==> config.mk <==
export PLATFORM = sky130hd
export DESIGN_NAME = alu_instr_enc
export DESIGN_NICKNAME = d
export VERILOG_FILES = /design/src/rtl/alu_instr_enc.sv
export SDC_FILE = /design/constraint.sdc
export NUM_CORES = 1
export LEC_CHECK = 0
export ABC_CLOCK_PERIOD_IN_PS = 4700
export BUFFER_PORTS_ARGS = -buffer_cell sky130_fd_sc_hd__buf_4
export CAP_MARGIN = 40
export CORE_ASPECT_RATIO = 1.75
export CORE_MARGIN = 10
export CORE_UTILIZATION = 52
export CTS_BUF_LIST = sky130_fd_sc_hd__clkbuf_8
export CTS_CLUSTER_DIAMETER = 150
export DETAILED_ROUTE_END_ITERATION = 6
export GPL_ROUTABILITY_DRIVEN = 0
export MAX_ROUTING_LAYER = met4
export PLACE_DENSITY = 0.94
export SLEW_MARGIN = 20
export SYNTH_ARGS = -nofsm -noshare
export SYNTH_HDL_FRONTEND = slang
export SYNTH_SLANG_ARGS = --single-unit
==> constraint.sdc <==
create_clock -name clk -period 4.7 [get_ports clk]
set_input_delay 0.47 -clock clk [delete_from_list [all_inputs] [get_ports clk]]
set_output_delay 0.47 -clock clk [all_outputs]
set_load 0.02 [all_outputs]
==> src/rtl/alu_instr_enc.sv <==
// -----------------------------------------------------------------------------
// alu_instr_enc
//   Encoder side of the ALU control decoder. It accepts ALU operation requests
//   (ALUControl code plus register fields and an optional immediate) over a
//   valid/ready handshake. For each accepted request it builds the matching
//   RV32I R-type or I-type instruction word and writes that word into
//   instruction memory at an address that advances by one after each write.
//   The self-test program loader uses it to build ALU test programs in place.
//
// Parameters
//   AW        instruction memory word-address width
//   CW        emitted-instruction counter width
//   BASE_ADDR word address of the first write after reset/restart
//
// Ports
//   clk, reset        clock; synchronous active-high reset
//   restart           pulse: back to IDLE, address = BASE_ADDR, count = 0
//   req_valid/ready   request handshake
//   req_aluctl        000 add, 001 sub, 010 and, 011 or, 101 slt
//   req_imm_mode      1 = I-type (req_imm), 0 = R-type (req_rs2)
//   req_rd/rs1/rs2    register fields, encoded verbatim (x0 allowed)
//   req_imm           12-bit immediate (I-type only)
//   req_last          marks the final instruction of the program
//   imem_we/addr/wdata  memory write; held stable until imem_ack
//   imem_ack          memory accepted the write this cycle
//   err_illegal       one-cycle pulse after a rejected request
//   instr_count       instructions written (saturating)
//   done              program complete; held until restart/reset
//
// Build option
//   ALU_ENC_NOP_PAD_EN  when defined, a NOP (addi x0,x0,0) is written after
//                       the last instruction, before entering DONE.
// -----------------------------------------------------------------------------
module alu_instr_enc #(
    parameter int              AW        = 8,
    parameter int              CW        = 8,
    parameter logic [AW-1:0]   BASE_ADDR = '0
) (
    input  logic          clk,
    input  logic          reset,
    input  logic          restart,
    input  logic          req_valid,
    output logic          req_ready,
    input  logic [2:0]    req_aluctl,
    input  logic          req_imm_mode,
    input  logic [4:0]    req_rd,
    input  logic [4:0]    req_rs1,
    input  logic [4:0]    req_rs2,
    input  logic [11:0]   req_imm,
    input  logic          req_last,
    output logic          imem_we,
    output logic [AW-1:0] imem_addr,
    output logic [31:0]   imem_wdata,
    input  logic          imem_ack,
    output logic          err_illegal,
    output logic [CW-1:0] instr_count,
    output logic          done
);

    localparam logic [1:0] IDLE  = 2'd0;
    localparam logic [1:0] WRITE = 2'd1;
`ifdef ALU_ENC_NOP_PAD_EN
    localparam logic [1:0] PAD   = 2'd2;
    localparam logic [31:0] NOP_WORD = 32'h0000_0013;
`endif
    localparam logic [1:0] DONE  = 2'd3;

    localparam logic [6:0] OPC_R = 7'b0110011;
    localparam logic [6:0] OPC_I = 7'b0010011;

    localparam logic [AW-1:0] ADDR_ONE = AW'(1);
    localparam logic [CW-1:0] CNT_ONE  = CW'(1);
    localparam logic [CW-1:0] CNT_MAX  = '1;

    logic [1:0]    state_q, state_d;
    logic [AW-1:0] addr_q, addr_d;
    logic [31:0]   wdata_q, wdata_d;
    logic [CW-1:0] count_q, count_d;
    logic          last_q, last_d;
    logic          err_q, err_d;

    logic          legal;
    logic [2:0]    funct3;
    logic [6:0]    funct7;
    logic [31:0]   enc_word;
    logic [CW-1:0] count_inc;

    // ------------------------------------------------------------------
    // Request decode / instruction encode
    // ------------------------------------------------------------------
    // There is no subi in RV32I, so sub is legal only in register form.
    always_comb begin
        legal = 1'b1;
        if (req_aluctl == 3'b100 || req_aluctl == 3'b110 || req_aluctl == 3'b111)
            legal = 1'b0;
        if (req_aluctl == 3'b001 && req_imm_mode)
            legal = 1'b0;
    end

    always_comb begin
        funct3 = 3'b000;
        case (req_aluctl)
            3'b000, 3'b001: funct3 = 3'b000;
            3'b010:         funct3 = 3'b111;
            3'b011:         funct3 = 3'b110;
            3'b101:         funct3 = 3'b010;
            default:        funct3 = 3'b000;
        endcase
    end

    assign funct7   = (req_aluctl == 3'b001) ? 7'b0100000 : 7'b0000000;
    assign enc_word = req_imm_mode
                    ? {req_imm, req_rs1, funct3, req_rd, OPC_I}
                    : {funct7, req_rs2, req_rs1, funct3, req_rd, OPC_R};

    assign count_inc = (count_q == CNT_MAX) ? count_q : count_q + CNT_ONE;

    // ------------------------------------------------------------------
    // Next state
    // ------------------------------------------------------------------
    always_comb begin
        state_d = state_q;
        addr_d  = addr_q;
        wdata_d = wdata_q;
        count_d = count_q;
        last_d  = last_q;
        err_d   = 1'b0;

        if (restart) begin
            // Abandons any pending write, even if it is acked this cycle.
            state_d = IDLE;
            addr_d  = BASE_ADDR;
            count_d = '0;
        end else begin
            case (state_q)
                IDLE: begin
                    if (req_valid && req_ready) begin
                        if (legal) begin
                            wdata_d = enc_word;
                            last_d  = req_last;
                            state_d = WRITE;
                        end else begin
                            err_d   = 1'b1;
                        end
                    end
                end
                WRITE: begin
                    if (imem_ack) begin
                        addr_d  = addr_q + ADDR_ONE;
                        count_d = count_inc;
                        if (last_q) begin
`ifdef ALU_ENC_NOP_PAD_EN
                            state_d = PAD;
                            wdata_d = NOP_WORD;
`else
                            state_d = DONE;
`endif
                        end else begin
                            state_d = IDLE;
                        end
                    end
                end
`ifdef ALU_ENC_NOP_PAD_EN
                PAD: begin
                    if (imem_ack) begin
                        addr_d  = addr_q + ADDR_ONE;
                        count_d = count_inc;
                        state_d = DONE;
                    end
                end
`endif
                DONE: state_d = DONE;
                default: state_d = IDLE;
            endcase
        end
    end

    always_ff @(posedge clk) begin
        if (reset) begin
            state_q <= IDLE;
            addr_q  <= BASE_ADDR;
            wdata_q <= '0;
            count_q <= '0;
            last_q  <= 1'b0;
            err_q   <= 1'b0;
        end else begin
            state_q <= state_d;
            addr_q  <= addr_d;
            wdata_q <= wdata_d;
            count_q <= count_d;
            last_q  <= last_d;
            err_q   <= err_d;
        end
    end

    // ------------------------------------------------------------------
    // Outputs
    // ------------------------------------------------------------------
    // Ready is masked by reset/restart so a request offered in those
    // cycles is never counted as transferred.
    assign req_ready = (state_q == IDLE) && !reset && !restart;
`ifdef ALU_ENC_NOP_PAD_EN
    assign imem_we   = (state_q == WRITE) || (state_q == PAD);
`else
    assign imem_we   = (state_q == WRITE);
`endif
    assign imem_addr   = addr_q;
    assign imem_wdata  = wdata_q;
    assign err_illegal = err_q;
    assign instr_count = count_q;
    assign done        = (state_q == DONE);

endmodule

# ---- Word level (Yosys, flattened, before mapping)
# Cells that the tools add are included.
dict set report word_totals {
  regBits 52
  inputBits 37
  out_inout_bits 52
  word_cells 51
}
dict set report op_classes {
  addsub 2
  n_eq_ne 13
  n_mux 11
  bitwise 4
  n_reduce_logical 15
}
# cell count
set ops {}
lappend ops {{2-to-1 mux 32 bit} 1}
lappend ops {{adder 8 x 1 -> 8 bit, second input constant} 2}
lappend ops {{equality test 3 bit, second input constant} 4}
lappend ops {{one-hot mux 3 bit (3 select lines)} 1}
lappend ops {{equality test 8 bit, second input constant} 1}
lappend ops {{2-to-1 mux 2 bit} 4}
lappend ops {{equality test 3 x 2 -> 1 bit, second input constant} 2}
lappend ops {{2-to-1 mux 6 bit} 1}
lappend ops {{one-hot mux 2 bit (3 select lines)} 1}
lappend ops {{AND reduction 3 bit} 2}
lappend ops {{logical AND 1 bit} 4}
lappend ops {{inequality test 2 bit, second input constant} 2}
lappend ops {{inverter 1 bit} 4}
lappend ops {{AND reduction 4 bit} 1}
lappend ops {{OR reduction 4 bit} 1}
lappend ops {{equality test 3 x 1 -> 1 bit, second input constant} 1}
lappend ops {{2-to-1 mux 1 bit} 3}
lappend ops {{equality test 2 x 1 -> 1 bit, second input constant} 1}
lappend ops {{equality test 2 bit, second input constant} 1}
lappend ops {{zero test 1 bit} 2}
lappend ops {{zero test 2 bit} 1}
lappend ops {{logical OR 1 bit} 2}
lappend ops {{inequality test 2 x 1 -> 1 bit, second input constant} 1}
lappend ops {{AND reduction 2 bit} 1}
lappend ops {{OR reduction 2 bit} 1}

# ---- Logic depth before layout (Yosys ltp)
# Gate-level depths: netlist (run 1).
dict set report depth {
  ltp_word 8
  ltp_mapped 6
  depth_no_buf 5
}

# ---- Worst setup path after synthesis (run 1)
# Ideal clock, no wire load.
dict set report synth_path {
  path_type {input to register}
  from {input port req_imm_mode}
  to {register wdata_q[12] (netlist: imem_wdata[12])}
  setup_ns 0.070
  arrival_time_ns 1.766
  t_required_ns 4.630
  path_slack_ns 2.864
  stages 5
  n_path_buf 1
  path_cell_list {clkbuf_1 and4bb_2 a2111o_1 or3_1 a21oi_1}
}
dict set report synth_via {
  elab_chain_cells 3
}
# item line_no
set synth_lines {}
lappend synth_lines {{start: declaration} 45} ;# input logic req_imm_mode,
lappend synth_lines {{logical AND 1 bit} 96} ;# if (req_aluctl == 3'b001 && req_imm_mode)
lappend synth_lines {{2-to-1 mux 1 bit} 96}
lappend synth_lines {{AND reduction 4 bit (no line)} --}
lappend synth_lines {{end signal: assignment} 189} ;# wdata_q <= wdata_d;
lappend synth_lines {{end: declaration} 77} ;# logic [31:0] wdata_q, wdata_d;
# Every way passes these cells.
# A chain may end at the register's enable or synchronous reset.

# ---- Worst setup path after layout (run 1)
dict set report layout_path {
  from {register state_q[1]}
  to {register wdata_q[12] (netlist: imem_wdata[12])}
}
dict set report layout_via {
  elab_chain_cells 5
}
# item line_no
set layout_lines {}
lappend layout_lines {{start: declaration} 75} ;# logic [1:0] state_q, state_d;
lappend layout_lines {{start signal: assignment} 187} ;# state_q <= state_d;
lappend layout_lines {{zero test 2 bit (*)} {135, 201}}
lappend layout_lines {{logical AND 1 bit (2 in a row)} 201} ;# assign req_ready = (state_q == IDLE) && !reset && !restart;
lappend layout_lines {{logical AND 1 bit} 137} ;# if (req_valid && req_ready) begin
lappend layout_lines {{AND reduction 4 bit (no line) (*)} --}
# Every way passes the cells marked *; elsewhere a longest branch is shown, timed or not.

==> PnR_summary.wiki, run 1 <==
{| class="wikitable"
! Metric !! Value
|-
| Total of endpoints with negative setup slack in the final report || 0
|-
| Final worst-path cycle share || a little under half
|-
| Path category of the worst min-delay check || in2reg
|-
| Slew headroom || 56.8%
|-
| Average vias per placed instance || 5.38
|-
| Avg Inst Size Synth || between 8 and 9 um^2
|-
| Setup TNS || 0 ns
|-
| Number of filler cells placed in the layout || between 200 and 300
|-
| Largest net degree at the start of global routing || 33
|-
| Hold-fix buffers at CTS || 0
|-
| DRC Markers || 0
|-
| Run status || completed
|-
| Required time of the critical path || around 5 ns
|-
| Clock Skews || ~0.0045 ns
|-
| Global-route usage over all layers || between 10% and 20%
|-
| Endpoint type of the worst setup path || flop
|-
| Part of the Yosys area used for sequential elements || a little under half
|-
| Setup repair after global routing missed its margin || no
|-
| Endpoints failing hold || 0
|-
| Cell types with the largest area share after synthesis || dfxtp_1 (47%), nand2_1 (7.7%), a21oi_1 (6.3%)
|-
| Fraction of registers with async set or reset after synthesis || 0%
|-
| Final standard cell area without fillers || approximately 2700 um^2
|-
| Share of cells above drive strength 1 || around a third
|-
| Clock tree sinks || 47
|-
| Number of nets in the layout || 352
|-
| Largest vdd supply drop || approximately 310 uV
|-
| Count of input and output buffers || 85
|-
| Synthesized instance count || between 200 and 250
|-
| Detailed placement HPWL || about 4300 um
|-
| Top cell type by total area after synthesis || dfxtp_1
|-
| Transition time of the tightest slew-check pin || between 0.6 and 0.7 ns
|-
| # Post-CTS Setup Buffers || 0
|-
| Maximum fanout count along the critical path || 22
|-
| Total Routed Length || about 5400 um
|-
| Distinct cell type count after synthesis || 36
|-
| Number of nets still failing antenna checks after routing || 0
|-
| Area of the die || 6810 um^2
|-
| Area fraction of the dominant cell type after synthesis || between 40% and 50%
|-
| Number of iterations in the first detailed-routing pass || 4
|-
| Utilization after layout || approximately three quarters
|-
| Clock edge transition at the registers on the reported setup and hold paths || approximately 0.080 ns
|-
| Power density relative to cell area || roughly 270 nW/um^2
|-
| Via count of the first global-routing pass || 1997
|-
| CTS HTree Levels || 2
|-
| Global-route wire length before repair || roughly 8700 um
|-
| Leading register cell type out of synthesis || dfxtp_1
|-
| Initial detailed-routing violation count || 117
|-
| Non-filler cells in the finished layout || about 360
|-
| Worst Setup Start Kind || flop
|-
| Netlist Area Pre-Place || ~2000 um^2
|-
| Synth warnings || 0
|-
| Total cell area at the placement stage || between 2000 and 3000 um^2
|-
| Cell at the root of the clock tree || clkbuf_8
|-
| Clock latency at the later pin of the worst-skew pair || a little under 0.3 ns
|-
| WS Path Type || reg2reg
|-
| Number of synthesized register bits || 47
|-
| Average routed wire per standard cell || 15.0 um
|-
| Total Power Consumption || between 700 and 800 uW
|-
| Post-cts repair resize count || 0
|-
| Placed instance count || 352
|-
| Global route total overflow || 0
|-
| ANT cells || 0
|-
| Via Count || approximately 1.9k
|-
| Clock tree from TritonCTS || yes
|-
| Initial core utilization || ~54%
|-
| CTS Buffer Depth || 2
|-
| Tmin final || about 2.2 ns
|-
| Layout area overhead || 35.4%
|-
| Worst path arrival time || 2.39 ns
|-
| Num ports || 89
|-
| Number of CTS-inserted buffers || 5
|-
| Core Footprint || around 3700 um^2
|-
| Leakage || roughly 0.0011 uW
|-
| Number of antenna violations at the first check in global routing || 0
|-
| Max frequency || 461 MHz
|-
| Vertical die dimension || between 100 and 150 um
|-
| Max-cap viol count || 0
|-
| Slew Viols, Final || 0
|-
| Die extent in x || 66.8 um
|-
| Site Rows || 29
|-
| Post-synth EDFFs || 0
|}
==> synthesized netlist by cell type (all sizes together), types with 2 or more instances <==
cell type,number
a2111oi,2
a211oi,8
a21oi,25
and4,2
buf,8
clkbuf,10
dfxtp,47
ha,2
inv,4
mux2i,6
nand2,41
nand2b,2
nand3,10
nand3b,2
nand4,4
nor2,25
nor3,6
nor4,2
o21ai,5
or2,2
or3,2
xnor2,6
xor2,4
==> logic make-up (layout without fill, tap and decap cells) <==
| logic type | count (synthesis) | after routing | share of synthesized area [%] |
|---|---|---|---|
| muxes | 6 | 6 | 3.01 |
| and+or+nand+nor | 105 | 105 | 24.9 |
| adders and majority gates | 2 | 2 | 1.25 |
| other | 1 | 3 | 0.188 |
| xor gates and xnor gates | 10 | 10 | 4.39 |
| AOI/OAI and AO/OA | 43 | 43 | 13.7 |
| buffers and inverters | 22 | 97 | 5.40 |
| DFF | 47 | 47 | 47.2 |
==> final timing paths <==
path              slack [ns]      startpoint              to  cells after the start
hold / removal          0.43       req_rd[3]  imem_wdata[10]                      3
setup reg to reg        2.53      state_q[1]  imem_wdata[12]                      4
hold reg to reg         0.46  imem_wdata[12]  imem_wdata[12]                      2
setup / recovery        2.53      state_q[1]  imem_wdata[12]                      4
==> layout make-up <==
| class | count | area, um^2 | area share [%] |
|---|---|---|---|
| inverters | 4 | 15.0 | 0.556 |
| repair buffers | 86 | 646 | 23.9 |
| clock inverters | 1 | 5.00 | 0.185 |
| clock buffers | 6 | 82.6 | 3.06 |
| multi-input cells | 169 | 953 | 35.3 |
| well taps | 46 | 57.6 | 2.13 |
| flip-flops and latches | 47 | 941 | 34.8 |
==> through the flow <==
stage	hold WS [ns]	worst slack [ns]
2_1_floorplan	0.450	2.86
6_report	0.426	2.53
4_1_cts	0.415	2.53
3_3_place_gp	0.442	2.35
5_1_grt	0.421	2.44
3_5_place_dp	0.452	2.32
==> cells in the final DEF, fill, tap and decap left out, types with 3 or more instances in the layout <==
| cell type | Yosys | layout |
|---|---|---|
| inv_1 | 4 | 4 |
| buf_4 | 6 | 86 |
| nor2_1 | 25 | 25 |
| clkbuf_8 | 0 | 6 |
| conb_1 | 1 | 3 |
| o21ai_0 | 5 | 5 |
| nor3_1 | 6 | 6 |
| a211oi_1 | 8 | 8 |
| nand3_1 | 10 | 10 |
| dfxtp_1 | 47 | 47 |
| nand4_1 | 4 | 4 |
| nand2_1 | 41 | 41 |
| xnor2_1 | 6 | 6 |
| a21oi_1 | 25 | 25 |
| xor2_1 | 4 | 4 |
| mux2i_1 | 6 | 6 |
==> flip-flops by register name, indices dropped and copies added (netlist names) <==
name / cells
imem_wdata: 27
state_q: 2
imem_addr: 8
last_q: 1
err_illegal: 1
instr_count: 8
==> worst max-delay path: stages (launching register included) <==
cell and delay, ns:
dfxtp_1 0.37, or4_4 0.59, a2111o_1 0.59, or3_1 0.44
a21oi_1 0.12
==> metal layers <==
metal  part of all wire [%]  vias to the layer above  GRT usage, %
met3                     11                        6          7.89
met2                     49                       81          26.3
li1                       -                      954             -
met4                   0.85                        0          4.86
met5                      0                        -             -
met1                     40                      890          16.5
==> power by group <==
group          internal (uW)  switching, uW
registers                405           4.85
clock network            115            121
logic                   40.5           44.8
total                    561            171
(Power assumes the default switching activity.)
==> run 2, diff against run 1 <==
ABC_AREA = 1   (was default)
ABC_CLOCK_PERIOD_IN_PS = 1950   (was 4700)
CORE_UTILIZATION = 46   (was 52)
PLACE_DENSITY = 0.85   (was 0.94)
clock period = 1.95 ns   (was 4.7 ns; I/O delays follow)
==> run 2 against run 1 <==
Net effect:
- non-clock buffer count rose by 2
- power rose to 2.9 times the previous value
- hold slack got worse by 0.28 ns
- critical path depth rose by 3
- core utilization fell by 13 points
- register-to-register slack got worse by 2.2 ns
- clock skew fell by 0.0015 ns
- critical endpoint is now imem_wdata[19]
==> PnR_summary.wiki, run 2 <==
{| class="wikitable"
! Metric !! Value
|-
| Synth warnings || 0
|-
| Setup TNS || 0 ns
|-
| Cell at the root of the clock tree || clkbuf_8
|-
| Highest layer used for signal routing || met4
|-
| Tmin final || approximately 1.6 ns
|-
| Non-filler cells in the finished layout || ~470
|-
| Global route total overflow || 0
|-
| Max frequency || 609 MHz
|-
| Most common cell in the synthesized netlist || nand2_1
|-
| Leakage || 0.00149 uW
|-
| Slew headroom || a little under two thirds
|-
| Multi-input combinational cell area || 1240 um^2
|-
| Total Routed Length || 6110 um
|-
| Start of the worst register-to-register path || state_q[1]
|-
| Top cells by instance count after synthesis || nand2_1 (80), dfxtp_1 (47), nor2_2 (41)
|-
| Slew Viols, Final || 0
|-
| Final worst-path cycle share || between 80% and 90%
|-
| Site Rows || 35
|-
| Setup slack of the most critical reg-to-reg path || just over 0.3 ns
|-
| Clock edge transition at the registers on the reported setup and hold paths || about 0.09 ns
|-
| Initial core utilization || a little under half
|-
| Number of synthesized register bits || 47
|-
| Initial detailed-routing violation count || 54
|-
| Met2 routed wirelength || around 3200 um
|-
| Layout area overhead || 29.7%
|-
| Detailed placement HPWL || 4890 um
|-
| Largest vdd supply drop || 345 uV
|-
| Power dissipated by switching net loads || between 500 and 600 uW
|-
| Worst Setup Start Kind || flop
|-
| Wire length on met3 || about 370 um
|-
| Endpoints failing hold || 0
|-
| # Post-CTS Setup Buffers || 0
|-
| Netlist Area Pre-Place || approximately 2500 um^2
|-
| Cell type group with the largest total delay on the critical path || simple AND/OR/NAND/NOR gates
|-
| Worst path buffer plus inverter count || 1
|-
| Post-cts repair resize count || 0
|-
| Hold wc startpoint || reset
|-
| Path category of the worst min-delay check || in2reg
|-
| Combinational cell fraction of total power || ~14%
|-
| Top cell type by total area after synthesis || dfxtp_1
|-
| Vertical die dimension || ~120 um
|-
| Global-route usage over all layers || between 10% and 20%
|-
| Number of nets still failing antenna checks after routing || 0
|-
| Via Count || roughly 2.3k
|-
| Clock tree from TritonCTS || yes
|-
| Largest net degree at the start of global routing || 25
|-
| Number of flip-flops under the largest register name || 27
|-
| Run status || completed
|-
| Clock Skews || around 0.003 ns
|-
| Area fraction of the dominant cell type after synthesis || between 30% and 40%
|-
| Most common cell after layout, fill and taps aside || buf_4
|-
| Endpoint of the worst hold-timing path || imem_wdata[4]
|-
| Count of input and output buffers || 85
|-
| Synthesized instance count || 334
|-
| Max stage delay on crit path || roughly 0.34 ns
|-
| Number of CTS-inserted buffers || 5
|-
| Worst path arrival time || 1.84 ns
|-
| DRC Markers || 0
|-
| Average routed wire per standard cell || between 10 and 15 um
|-
| Average vias per placed instance || 4.82
|-
| Cell types with the largest area share after synthesis || dfxtp_1 (38%), nand2_1 (12%), nor2_2 (10%)
|-
| Part of the Yosys area used for sequential elements || a little under two fifths
|-
| Clock share of power || ~39%
|-
| Max-cap viol count || 0
|-
| Number of nets in the layout || ~460
|-
| Power density relative to cell area || between 600 and 700 nW/um^2
|-
| Share of cells above drive strength 1 || between 30% and 40%
|-
| Transition time of the tightest slew-check pin || 0.543 ns
|-
| Area of the die || approximately 8800 um^2
|-
| Via count of the first global-routing pass || around 2.4k
|-
| Fraction of registers with async set or reset after synthesis || 0%
|-
| Required time of the critical path || 2.15 ns
|-
| CTS Buffer Depth || 2
|-
| Core Footprint || 5260 um^2
|-
| Leading register cell type out of synthesis || dfxtp_1
|-
| CTS HTree Levels || 2
|-
| Share of total power in sequential cells || a little under half
|-
| Number of iterations in the first detailed-routing pass || 6
|-
| Global-route wire length before repair || 10300 um
|-
| Clock tree sinks || between 40 and 50
|-
| Clock latency at the later pin of the worst-skew pair || just under 0.3 ns
|-
| Net switching share of the total power || 23.9%
|-
| Distinct cell type count after synthesis || 25
|-
| Cell internal power dissipation || around 1600 uW
|-
| Number of antenna violations at the first check in global routing || 0
|-
| WS Path Type || reg2reg
|-
| Total of endpoints with negative setup slack in the final report || 0
|-
| Placed instance count || roughly 460
|-
| Endpoint type of the worst setup path || flop
|-
| Slowest cell on the critical path || dfxtp_1
|-
| Setup repair after global routing missed its margin || no
|-
| DRT met1 WL || approximately 2500 um
|-
| Area taken by flip-flops and latches || 941 um^2
|-
| Avg Inst Size Synth || between 7 and 8 um^2
|-
| Num ports || 89
|-
| Maximum fanout count along the critical path || 24
|-
| Most frequent cells in the layout || buf_4 (87), nand2_1 (80), dfxtp_1 (47), nor2_2 (41), inv_1 (33)
|-
| Hold-fix buffers at CTS || 0
|-
| Cell chain of the critical path || nor2_1 > nand3_2 > nor2_8 > buf_12 > nand2_2 > nand2_1 > nor2_2
|-
| Cell depth of the worst hold path || 2
|-
| Number of filler cells placed in the layout || roughly 500
|-
| ANT cells || 0
|-
| Die extent in x || between 70 and 80 um
|-
| Count of cells along the worst register-to-register path || 7
|-
| Endpoint of the worst-slack reg-to-reg timing path || imem_wdata[19]
|-
| Post-synth EDFFs || 0
|}
-- run 2: cell types whose count changed after synthesis, sizes merged, moves of 7 or more --
cell / delta
clkbuf: -10
nor2: +46
a211oi: -8
buf: +7
a21oi: -11
nand2: +63
inv: +30
-- run 2: cell families after synthesis --
group	synth area share, %
AOI/OAI and AO/OA	7.31
adders and majority gates	1.02
DFF	38.2
buffers and inverters	11.6
xor gates and xnor gates	1.07
muxes	2.03
other	0.152
and+or+nand+nor	38.6
-- run 2: worst max path at each step --
stage | startpoint | endpoint | slack (ns) | depth (start not counted)
floorplan | instr_count[1] | instr_count[0] | 0.53 | 8
global placement | reset | imem_wdata[26] | 0.35 | 8
detailed placement | reset | imem_wdata[19] | 0.28 | 8
CTS | state_q[0] | imem_wdata[19] | 0.31 | 7
global route | state_q[0] | imem_wdata[19] | 0.17 | 7
finish | state_q[1] | imem_wdata[19] | 0.31 | 7
-- run 2: per-stage QoR --
step           util, %  total power (uW)  setup WS [ns]  hold slack [ns]  cell area [um^2]
2_1_floorplan        -              1220          0.525            0.358              2470
3_3_place_gp      58.3              1330          0.349            0.457              3060
3_5_place_dp      58.3              1330          0.284            0.460              3060
4_1_cts           60.8              2170          0.312            0.127              3200
5_1_grt           60.8              2230          0.166            0.139              3200
6_report          60.8              2140          0.309            0.143              3200
-- run 2: power by group through the flow --
stage | registers (uW) | logic [uW] | clock network (uW)
after floorplan | 1050 | 170 | 0
after global placement | 1020 | 301 | 0
after detailed placement | 1020 | 308 | 0
after CTS | 1000 | 310 | 861
after global routing | 1010 | 339 | 891
final | 1000 | 306 | 828
-- run 2: area by class of cell --
class,instances,share of cell area (%)
Clock buffer,5,2.15
Clock inverter,3,2.00
Inverter,36,4.23
Multi-Input combinational cell,238,39.0
Sequential cell,47,29.4
Tap cell,55,2.15
Timing Repair Buffer,88,21.1
-- run 2: per-layer routing --
| metal | vias to the layer above | GRT usage, % |
|---|---|---|
| met2 | 65 | 25.3 |
| li1 | 1179 | - |
| met3 | 8 | 3.80 |
| met1 | 1023 | 15.9 |
| met4 | 0 | 6.10 |
| met5 | - | - |
